**src/rtl/rng_key_collector.sv**
```systemverilog
// Von Neumann-debiased entropy collector feeding 32-bit words into the SIMON key RAM.
// Optional repetition-count health test is built when RNG_HEALTH_EN is defined.
module rng_key_collector #(
  parameter int unsigned WORD_W    = 32,
  parameter int unsigned ADDR_W    = 9,
  parameter int unsigned REP_LIMIT = 31
) (
  input  logic              clk,
  input  logic              rst,
  input  logic              raw_bit,
  input  logic              raw_valid,
  input  logic              key_we,
  input  logic [ADDR_W-1:0] key_addr,
  output logic              key_ack,
  output logic              key_err,
  output logic              ram_we,
  output logic [ADDR_W-1:0] ram_addr,
  output logic [WORD_W-1:0] ram_wdata,
  output logic              stuck_err
);

  localparam int unsigned CNT_W = $clog2(WORD_W) + 1;

  typedef enum logic [1:0] {
    IDLE,
    COLLECT,
    WRITE,
    ACK
  } state_t;

  state_t              state_q;
  logic [ADDR_W-1:0]   addr_q;
  logic [WORD_W-1:0]   shift_q;
  logic [CNT_W-1:0]    bit_cnt_q;
  logic                phase_q;
  logic                first_q;
  logic                err_path_q;
  logic                key_ack_q;
  logic                key_err_q;
  logic                ram_we_q;
  logic [ADDR_W-1:0]   ram_addr_q;
  logic [WORD_W-1:0]   ram_wdata_q;
  logic                stuck;

  // Limits outside 2..255 cannot be represented by the 8-bit saturating counter.
  if (REP_LIMIT < 2 || REP_LIMIT > 255) begin : g_rep_limit_out_of_range
  end

`ifdef RNG_HEALTH_EN
  logic [7:0] rep_cnt_q, rep_cnt_d;
  logic       last_bit_q;
  logic       stuck_q;

  always_comb begin
    rep_cnt_d = rep_cnt_q;
    if (raw_valid) begin
      if (rep_cnt_q == 8'd0 || raw_bit != last_bit_q) begin
        rep_cnt_d = 8'd1;
      end else if (rep_cnt_q != 8'hFF) begin
        rep_cnt_d = rep_cnt_q + 8'd1;
      end
    end
  end

  always_ff @(posedge clk or negedge rst) begin
    if (!rst) begin
      rep_cnt_q  <= '0;
      last_bit_q <= 1'b0;
      stuck_q    <= 1'b0;
    end else begin
      rep_cnt_q <= rep_cnt_d;
      if (raw_valid) begin
        last_bit_q <= raw_bit;
        if (rep_cnt_d >= 8'(REP_LIMIT)) begin
          stuck_q <= 1'b1;
        end
      end
    end
  end

  assign stuck = stuck_q;
`else
  assign stuck = 1'b0;
`endif

  always_ff @(posedge clk or negedge rst) begin
    if (!rst) begin
      state_q     <= IDLE;
      addr_q      <= '0;
      shift_q     <= '0;
      bit_cnt_q   <= '0;
      phase_q     <= 1'b0;
      first_q     <= 1'b0;
      err_path_q  <= 1'b0;
      key_ack_q   <= 1'b0;
      key_err_q   <= 1'b0;
      ram_we_q    <= 1'b0;
      ram_addr_q  <= '0;
      ram_wdata_q <= '0;
    end else begin
      ram_we_q  <= 1'b0;
      key_ack_q <= 1'b0;
      key_err_q <= 1'b0;
      unique case (state_q)
        // key_ack_q is still high in the first IDLE cycle, so a held request waits one more edge.
        IDLE: begin
          if (key_we && !key_ack_q) begin
            if (stuck) begin
              err_path_q <= 1'b1;
              state_q    <= ACK;
            end else begin
              err_path_q <= 1'b0;
              addr_q     <= key_addr;
              shift_q    <= '0;
              bit_cnt_q  <= '0;
              phase_q    <= 1'b0;
              state_q    <= COLLECT;
            end
          end
        end
        COLLECT: begin
          if (stuck) begin
            err_path_q <= 1'b1;
            state_q    <= ACK;
          end else if (raw_valid) begin
            if (!phase_q) begin
              first_q <= raw_bit;
              phase_q <= 1'b1;
            end else begin
              phase_q <= 1'b0;
              // 01 emits 0, 10 emits 1: the emitted bit equals the first of the pair.
              if (first_q != raw_bit) begin
                shift_q   <= {shift_q[WORD_W-2:0], first_q};
                bit_cnt_q <= bit_cnt_q + 1'b1;
                if (bit_cnt_q == CNT_W'(WORD_W - 1)) begin
                  state_q <= WRITE;
                end
              end
            end
          end
        end
        WRITE: begin
          ram_we_q    <= 1'b1;
          ram_addr_q  <= addr_q;
          ram_wdata_q <= shift_q;
          state_q     <= ACK;
        end
        ACK: begin
          key_ack_q <= 1'b1;
          key_err_q <= err_path_q;
          state_q   <= IDLE;
        end
        default: state_q <= IDLE;
      endcase
    end
  end

  assign key_ack   = key_ack_q;
  assign key_err   = key_err_q;
  assign ram_we    = ram_we_q;
  assign ram_addr  = ram_addr_q;
  assign ram_wdata = ram_wdata_q;
  assign stuck_err = stuck;

endmodule

```
**config.mk**
```make
export PLATFORM = sky130hd
export DESIGN_NAME = rng_key_collector
export DESIGN_NICKNAME = d
export VERILOG_FILES = /design/src/rtl/rng_key_collector.sv
export SDC_FILE = /design/constraint.sdc
export NUM_CORES = 1
export LEC_CHECK = 0
export ABC_AREA = 1
export CELL_PAD_IN_SITES_DETAIL_PLACEMENT = 0
export CELL_PAD_IN_SITES_GLOBAL_PLACEMENT = 1
export CORE_MARGIN = 3
export CORE_UTILIZATION = 38
export CTS_CLUSTER_SIZE = 12
export DETAILED_ROUTE_END_ITERATION = 10
export PLACE_DENSITY = 0.83
export REMOVE_ABC_BUFFERS = 1
export SLEW_MARGIN = 10
export SYNTH_ARGS = -nofsm -noshare
export SYNTH_HDL_FRONTEND = slang
export SYNTH_SLANG_ARGS = --single-unit
```
**constraint.sdc**
```tcl
create_clock -name clk -period 2 [get_ports clk]
set_clock_uncertainty 0.2 [all_clocks]
set_input_delay 0.5 -clock clk [delete_from_list [all_inputs] [get_ports clk]]
set_output_delay 0.5 -clock clk [all_outputs]
set_load 0.01 [all_outputs]
```
After elaboration in Yosys (flattened, before gate mapping)
Index checks and enable logic that the tools add are counted.
{"block": "totals", "word_cells": 53, "input_bits": 14, "reg_bits": 94, "output_inout_bits": 45}
{"block": "classes", "n_reduce_logical": 9, "muxes": 22, "add_sub_neg": 1, "bitwise": 1, "eq_ne": 10}
{"cell": "two-way mux 32 bit", "n": 4}
{"cell": "one-hot mux 32 bit (2 select lines)", "n": 1}
{"cell": "two-way mux 6 bit", "n": 4}
{"cell": "one-hot mux 6 bit (2 select lines)", "n": 1}
{"cell": "two-way mux 2 bit", "n": 5}
{"cell": "!= test 2 bit (second input constant)", "n": 5}
{"cell": "AND reduction 5 bit", "n": 2}
{"cell": "one-hot mux 2 bit (4 select lines)", "n": 1}
{"cell": "adder 6 x 1 -> 6 bit (second input constant)", "n": 1}
{"cell": "== test 6 x 5 -> 1 bit (second input constant)", "n": 1}
{"cell": "AND reduction 3 bit", "n": 2}
{"cell": "two-way mux 1 bit", "n": 5}
{"cell": "== test 2 bit (second input constant)", "n": 2}
{"cell": "== test 2 x 1 -> 1 bit (second input constant)", "n": 1}
{"cell": "zero test 2 bit", "n": 1}
{"cell": "one-hot mux 1 bit (2 select lines)", "n": 1}
{"cell": "AND reduction 2 bit", "n": 1}
{"cell": "nonzero test 2 bit", "n": 1}
{"cell": "logical AND 1 bit", "n": 1}
{"cell": "zero test 1 bit", "n": 1}
{"cell": "!= test 1 bit", "n": 1}
{"cell": "NOT 1 bit", "n": 1}

Longest topological paths before layout
Gate-level depths: netlist (run 1).
{"block": "depth", "depth_word": 6, "ltp_mapped": 9}

Worst setup path after synthesis (run 1)
OpenSTA, ideal clock, no wires.
{"block": "synth_timing", "path_kind": "register to register", "from": "reg state_q[0]", "to": "reg bit_cnt_q[2]", "setup_slack_ns": 0.341, "stages_incl_launch_ff": 9, "t_arrival_ns": 1.341, "synth_period_minus_slack_ns": 1.659, "required_time_ns": 1.682, "setup_time_ns": 0.118, "cell_sequence": "dfrtp_1 -> inv_1 -> ha_1 -> nor2_1 -> nor2_2 -> nand3_2 -> buf_6 -> nand2_1 -> o21ai_2"}
{"block": "synth_via", "elab_chain_len": 3}
{"item": "from (decl)", "line_no": "31", "source": "state_t state_q;"}
{"item": "from (signal assigned)", "line_no": "88", "source": "state_q <= IDLE;"}
{"item": "from (signal assigned)", "line_no": "110", "source": "state_q <= ACK;"}
{"item": "from (signal assigned)", "line_no": "117", "source": "state_q <= COLLECT;"}
{"item": "== test 2 x 1 -> 1 bit / zero test 2 bit (equally long branches)", "line_no": "104", "source": "unique case (state_q)"}
{"item": "!= test 2 bit (no line) / nonzero test 2 bit (equally long branches)"}
{"item": "AND reduction 5 bit (no line)"}
{"item": "to (signal assigned)", "line_no": "134", "source": "bit_cnt_q <= bit_cnt_q + 1'b1;"}
{"item": "to (decl)", "line_no": "34", "source": "logic [CNT_W-1:0] bit_cnt_q;"}
Several ways; a longest one is shown, not always the timed one.
A chain may end at the register's enable or synchronous reset.

Worst setup path after layout (run 1)
{"block": "layout_timing", "from": "reg ram_wdata_q[25], in the netlist ram_wdata[25]", "to": "out ram_wdata[25]"}
{"item": "from (decl)", "line_no": "42", "source": "logic [WORD_W-1:0] ram_wdata_q;"}
{"item": "from (signal assigned)", "line_no": "145", "source": "ram_wdata_q <= shift_q;"}
{"item": "to (decl)", "line_no": "18", "source": "output logic [WORD_W-1:0] ram_wdata,"}
No word-level cell between the ends.

==> impl_metrics.env, run 1 <==
export IMPL_status="finished clean"
export IMPL_ys_async_sr_fraction_pct=100
export IMPL_syn_area_mm2=0.00382
export IMPL_dr_pass1_iters=4
export IMPL_numPortBuffers=56
export IMPL_synth_seq_area_share_pct=61.6
export IMPL_synth_warnings=0
export IMPL_postCtsSetupRepairBufs=0
export IMPL_fin_crit_sh_pct=97.5
export IMPL_clock_sinks=94
export IMPL_hold_path_class="flop to flop"
export IMPL_drc=0
export IMPL_maxCapViolCount=0
export IMPL_yosysUniqueCellTypes=24
export IMPL_pre_cts_ws_ps=-7.50
export IMPL_seq_area_mm2=0.00235
export IMPL_synth_top_area_cell="dfrtp_1"
export IMPL_drt_initial_drc_count=109
export IMPL_synth_area_top_cells="dfrtp_1, nand2_1, o21ai_1"
export IMPL_grt_pass1_wl_mm=12.1
export IMPL_dieArea_mm2=0.0113
export IMPL_clkTransAtPathRegs_ps=100
export IMPL_dp_hpwl_mm=4.69
export IMPL_wl_per_cell_um=11.8
export IMPL_cts_buffer_depth=2
export IMPL_ant_nets=0
export IMPL_grt_remaining_overflow=0
export IMPL_avgSynthCellArea_um2=9.57
export IMPL_insertion_delay_ps=360
export IMPL_setup_viol=0
export IMPL_die_y_um=106
export IMPL_synthCells=399
export IMPL_nets=481
export IMPL_drv_slew=0
export IMPL_setup_ws_ps=49.8
export IMPL_vias=2699
export IMPL_numCtsBuffers=9
export IMPL_endpoint_kind="output port"
export IMPL_core_mm2=0.00950
export IMPL_die_w_um=106
export IMPL_cts_tree="yes"
export IMPL_max_freq_ghz=0.513
export IMPL_drive_gt1_share_pct=10.9
export IMPL_synth_commonest_cells="nand2_1, dfrtp_1, inv_1, o21ai_1, o21ai_0"
export IMPL_finalSetupTns_ps=0
export IMPL_cp_buffers_inverters=1
export IMPL_final_cells=595
export IMPL_cp_cell_sequence="clkdlybuf4s50_1"
export IMPL_fillers=907
export IMPL_start_util_pct=40.2
export IMPL_period_needed_ps=1950
export IMPL_multi_input_area_mm2=0.00121
export IMPL_ir_worst_vdd_v=0.000828
export IMPL_num_io_pins=59
export IMPL_crit_type="flop to output port"
export IMPL_synth_main_ff_cell="dfrtp_1"
export IMPL_slowest_delay_ps=530
export IMPL_crit_path_start_kind="flop"
export IMPL_worstPathRequired_ps=1300
export IMPL_hold_viol=0
export IMPL_rsz0062_at_grt="no"
export IMPL_p_per_area_mw_per_mm2=1120
export IMPL_vias_per_cell=4.54
export IMPL_syn2layout_area_growth_pct=26.9
export IMPL_ys_ff_latch=94
export IMPL_dpl_cell_area_mm2=0.00457
export IMPL_arrival_ps=1250
export IMPL_yosysMostFrequentCell="nand2_1"
export IMPL_routabilityCongestion=0.841
export IMPL_slowest_stage="clkdlybuf4s50_1"
export IMPL_synth_edf_count=0
export IMPL_design_area_mm2=0.00485
export IMPL_std_cell_rows=35
export IMPL_routed_wl_mm=7.04
export IMPL_final_util_pct=51.0
export IMPL_placed_cells=578
export IMPL_htreeDepth=3
export IMPL_cts_root_buf="clkbuf_8"
export IMPL_yosys_area_top_type_share_pct=61.6
export IMPL_p_leak_nw=2.70
export IMPL_n_antenna_cell=0
export IMPL_antenna_found_initial=0
export IMPL_grt_max_degree=66
export IMPL_grtUsageTotal_pct=13.2
export IMPL_grt_pass1_vias=2631
export IMPL_worstPathMaxFanout=2
export IMPL_path_delay_family="buffers and inverters"
[layout by cell type, fill, tap and decap left out, drive strengths merged]
cell           instances
nand3                 16
dlygate4sd2            3
dlygate4sd3            1
nor2                   8
o21bai                 1
buf                   12
ha                     6
dfrtp                 94
clkinvlp               1
or2                    2
clkinv                 3
inv                   41
conb                   2
nand4                  3
mux2                   9
nand2                137
a21oi                  3
clkbuf                 9
dlymetal6s2s          30
o21ai                 62
clkdlybuf4s50         22
a21o                   1
[report_power, final]
part / internal (mW) / switching (mW) / total, mW
clock network: 0.484 / 0.715 / 1.20
logic: 0.766 / 1.09 / 1.86
registers: 2.19 / 0.176 / 2.36
[repair_timing]
item | CTS | global route
resized for setup | 3 | 30
endpoints found under the hold margin | 24 | 0
hold buffers | 1 | 0
endpoints found under the setup margin | 3 | 30
[layer usage]
metal	track usage (%)	share of wire, %
met1	17.5	48
met2	21.2	45
met3	3.28	5.5
met4	4.35	0.78
met5	0	0
[cell families (layout without fill, tap and decap cells)]
| group | after synthesis | after routing | synth area share (%) |
|---|---|---|---|
| flip-flops | 94 | 94 | 61.6 |
| adder cells (fa/ha/maj) | 6 | 6 | 1.97 |
| multiplexers | 9 | 9 | 2.65 |
| buffers and inverters | 56 | 122 | 6.72 |
| other | 1 | 2 | 0.0982 |
| AO/OA/AOI/OAI | 67 | 67 | 9.21 |
| AND/OR/NAND/NOR | 166 | 166 | 17.8 |
[cell type report]
class                   instances  share of cell area (%)
clock buffers                   9                    2.56
inverters                      38                    2.94
clock inverters                 7                    1.42
flip-flops and latches         94                    48.5
multi-input cells             250                    25.0
well taps                     129                    3.33
repair buffers                 68                    16.2
[path summary, 6_finish.rpt]
path                            cells past startpoint           from  slack, ps             to
worst max register to register                      9     state_q[1]        170    shift_q[22]
max in group asynchronous                           3            rst        680  ram_wdata[30]
worst min-delay path                                2      addr_q[0]        280    ram_addr[0]
worst min register to register                      2      addr_q[0]        280    ram_addr[0]
min in group asynchronous                           2            rst        400   ram_wdata[8]
worst max-delay path                                1  ram_wdata[25]         50  ram_wdata[25]
[flip-flops by register name, summed over array words and instances, names as in the netlist]
name       cells
ram_wdata     32
shift_q       32
addr_q         9
ram_addr       9
bit_cnt_q      6
state_q        2
first_q        1
key_ack        1
phase_q        1
ram_we         1
[per-stage QoR]
stage          hold slack (ps)  total power, mW
6_report                   277             5.42
5_1_grt                    302             5.81
4_1_cts                    281             5.53
3_5_place_dp               246             4.31
3_3_place_gp               240             4.27
2_1_floorplan             4.41             3.44
Power figures use the tool's default switching activity.
==> run 2: changes to the inputs <==
- SLEW_MARGIN: 10 -> 40
==> results of run 2 <==
Final layout, timing and power as in run 1 (identical DEF).
==> run 3: changes to the inputs <==
- GPL_TIMING_DRIVEN: default -> 1
==> results of run 3 <==
Final layout, timing and power as in run 1 (identical DEF).
==> patch, RTL diff (config.mk and constraints of run 3) <==
Add a define of `RNG_HEALTH_EN`.
--- a/src/rtl/rng_key_collector.sv
+++ b/src/rtl/rng_key_collector.sv
@@ -1,5 +1,7 @@
 // Von Neumann-debiased entropy collector feeding 32-bit words into the SIMON key RAM.
 // Optional repetition-count health test is built when RNG_HEALTH_EN is defined.
+`define RNG_HEALTH_EN
+
 module rng_key_collector #(
   parameter int unsigned WORD_W    = 32,
   parameter int unsigned ADDR_W    = 9,
Function: no difference found for any inputs over 10 cycles, from zero or initial values and one cycle with rst low; that may be too few to reach the edited logic, so the function may still have changed.
==> patch against run 3 <==
Count of clock-buffer cells in the layout unchanged; routed wire length rose by 26%; final area grew 18%; worst setup slack better by 6.9 ps; power up 59%; register-to-register slack lost 60 ps; synthesized area rose by 17%; non-clock buffer count rose by 11; sequential cell count rose by 12; combinational power up 90%; core utilization is 0.29 points higher; fmax up 0.36%; largest power group is now combinational cells; highest routed layer unchanged.
==> patch: results (changes against run 3) <==
Power:
- The leakage power of the design is 2.81 nW (+4.3%).
- The worst voltage drop across the vdd grid is 1.01 mV (+22%).

Place:
- The minimum setup slack after placement came to -334 ps (-326 ps).
- The final weighted congestion in routability-driven placement is 0.822 (-2.2%).
- The standard cell area after detailed placement was 5320 µm² (+16%).
- The final HPWL from detailed placement is 5.89 mm (+26%).
- The number of buffers added on ports was 58 (+3.6%).

CTS:
- Clock tree synthesis selected as its root buffer the cell sky130_fd_sc_hd__clkbuf_16.
- The clock edge transition at the registers on the reported setup and hold paths was 70 ps (-30 ps).
- The total CTS buffers is 9 (unchanged).

Logic synthesis:
- Yosys attributes the largest share of cell area to sky130_fd_sc_hd__dfrtp_1 (59%), sky130_fd_sc_hd__inv_1 (5.2%), sky130_fd_sc_hd__mux2_2 (4.5%).
- The proportion of synthesized chip area in sequential cells is 59.3% (-2.3 points).
- The synthesis warning total was 0 (unchanged).
- The compound-gate portion of the synthesized area was 11.2% (+2.0 points).
- The xor/xnor share of the synthesized area is 0.588% (+0.59 points).
- The number of library cell types mapped by synthesis came to 32 (+33%).
- The multiplexer area fraction after synthesis is 4.76% (+2.1 points).
- The adder and majority cell fraction of the synthesized area was 1.96% (-0.0073 points).
- The commonest cells after synthesis are sky130_fd_sc_hd__dfrtp_1 (106), sky130_fd_sc_hd__inv_1 (62), sky130_fd_sc_hd__nand2_1 (54).

Critical path:
- The origin of the worst setup path is ram_wdata[29]$_DFFE_PN0P_.
- The worst reg2reg path depth was 10 (+1).
- The register-to-register setup slack was 110 ps (-60 ps).
- The worst register-to-register path begins at state_q[0]$_DFFE_PN0P_.

Run status:
- The run finished with clean final reports.

GRT:
- The via count of the first global-routing pass is 3,159 (+20%).
- The overall routing resource usage is 14.2% (+0.99 points).
- The largest net degree at the start of global routing came to 107 (+62%).
- The global-route wire length before repair is 14.8 mm (+22%).

Routing:
- The number of vias per cell after detailed routing came to 4.93 (+8.8%).
- The wire length per cell is 13.5 µm (+14%).
- The initial detailed-routing violation count is 179 (+64%).

Min path:
- The class of the tightest hold or removal check is input pin to asynchronous set/reset pin.

Final layout:
- The layout cell share with drive strength beyond 1 is 15.2% (+4.3 points).
- The final-stage net count was 535 (+11%).

Timing:
- The final hold slack is 9.22 ps (-268 ps).
==> patch: cell count changes in the layout (fill, tap and decap cells not counted), moves of 11 or more <==
cell / before / now
sky130_fd_sc_hd__a21oi_1: 3 / 35
sky130_fd_sc_hd__clkdlybuf4s50_1: 22 / 44
sky130_fd_sc_hd__dfrtp_1: 94 / 105
sky130_fd_sc_hd__dlymetal6s2s_1: 30 / 12
sky130_fd_sc_hd__inv_1: 36 / 61
sky130_fd_sc_hd__nand2_1: 135 / 53
sky130_fd_sc_hd__nor2_1: 5 / 46
sky130_fd_sc_hd__o21ai_0: 29 / 16
sky130_fd_sc_hd__o21ai_1: 30 / 1
sky130_fd_sc_hd__o22ai_1: 0 / 28
==> patch: cell type report <==
class,instances,area [µm²]
Inverter,64,255
Sequential cell,106,2650
Tap cell,140,175
Multi-Input combinational cell,254,1500
Clock buffer,9,225
Clock inverter,7,86.3
Timing Repair Buffer,79,840
Fill cell,1033,5440
==> patch: kinds of logic (layout without fill, tap and decap cells) <==
kind of cell             after synthesis  count (layout)
AO/OA/AOI/OAI                         87              87
XOR/XNOR                               3               3
adder cells (fa/ha/maj)                7               7
buffers and inverters                 81             159
flip-flops                           106             106
multiplexers                          19              19
AND/OR/NAND/NOR                      137             138
==> patch: worst max path at each step <==
stage               slack, ps                  endpoint
floorplan                -630   ram_addr[0]$_DFFE_PN0P_
detailed placement       -330   shift_q[12]$_DFFE_PN0P_
global route              -40     stuck_err$_DFFE_PN0P_
global placement         -280  bit_cnt_q[0]$_DFFE_PN0P_
finish                     60             ram_wdata[29]
CTS                         5              ram_wdata[0]
==> patch: where the power goes <==
| group | internal, mW | switching, mW |
|---|---|---|
| clock network | 0.997 | 0.823 |
| logic | 1.65 | 1.89 |
| registers | 2.92 | 0.359 |
| total | 5.56 | 3.07 |
==> patch: stage by stage <==
step	utilization (%)	TNS [ps]	instances
detailed placement	47.6	-12240	642
global route	51.3	-89.6	659
global placement	47.6	-10630	642
CTS	50.5	0	658
floorplan	-	-25830	423
finish	51.3	0	659
==> patch: timing repair <==
item                       4_1_cts  5_1_grt
gates resized for setup          4       25
gates cloned                     0        1
setup endpoints to repair       33       49
buffers inserted                 0        0
pin swaps                        0        2
==> patch: per-layer routing <==
metal | wire, µm | track usage [%] | up-vias
li1 | - | - | 1597
met1 | 4130 | 19.1 | 1583
met2 | 4270 | 22.2 | 62
met3 | 389 | 3.96 | 9
met4 | 97 | 4.67 | 0
met5 | 0 | 0 | -
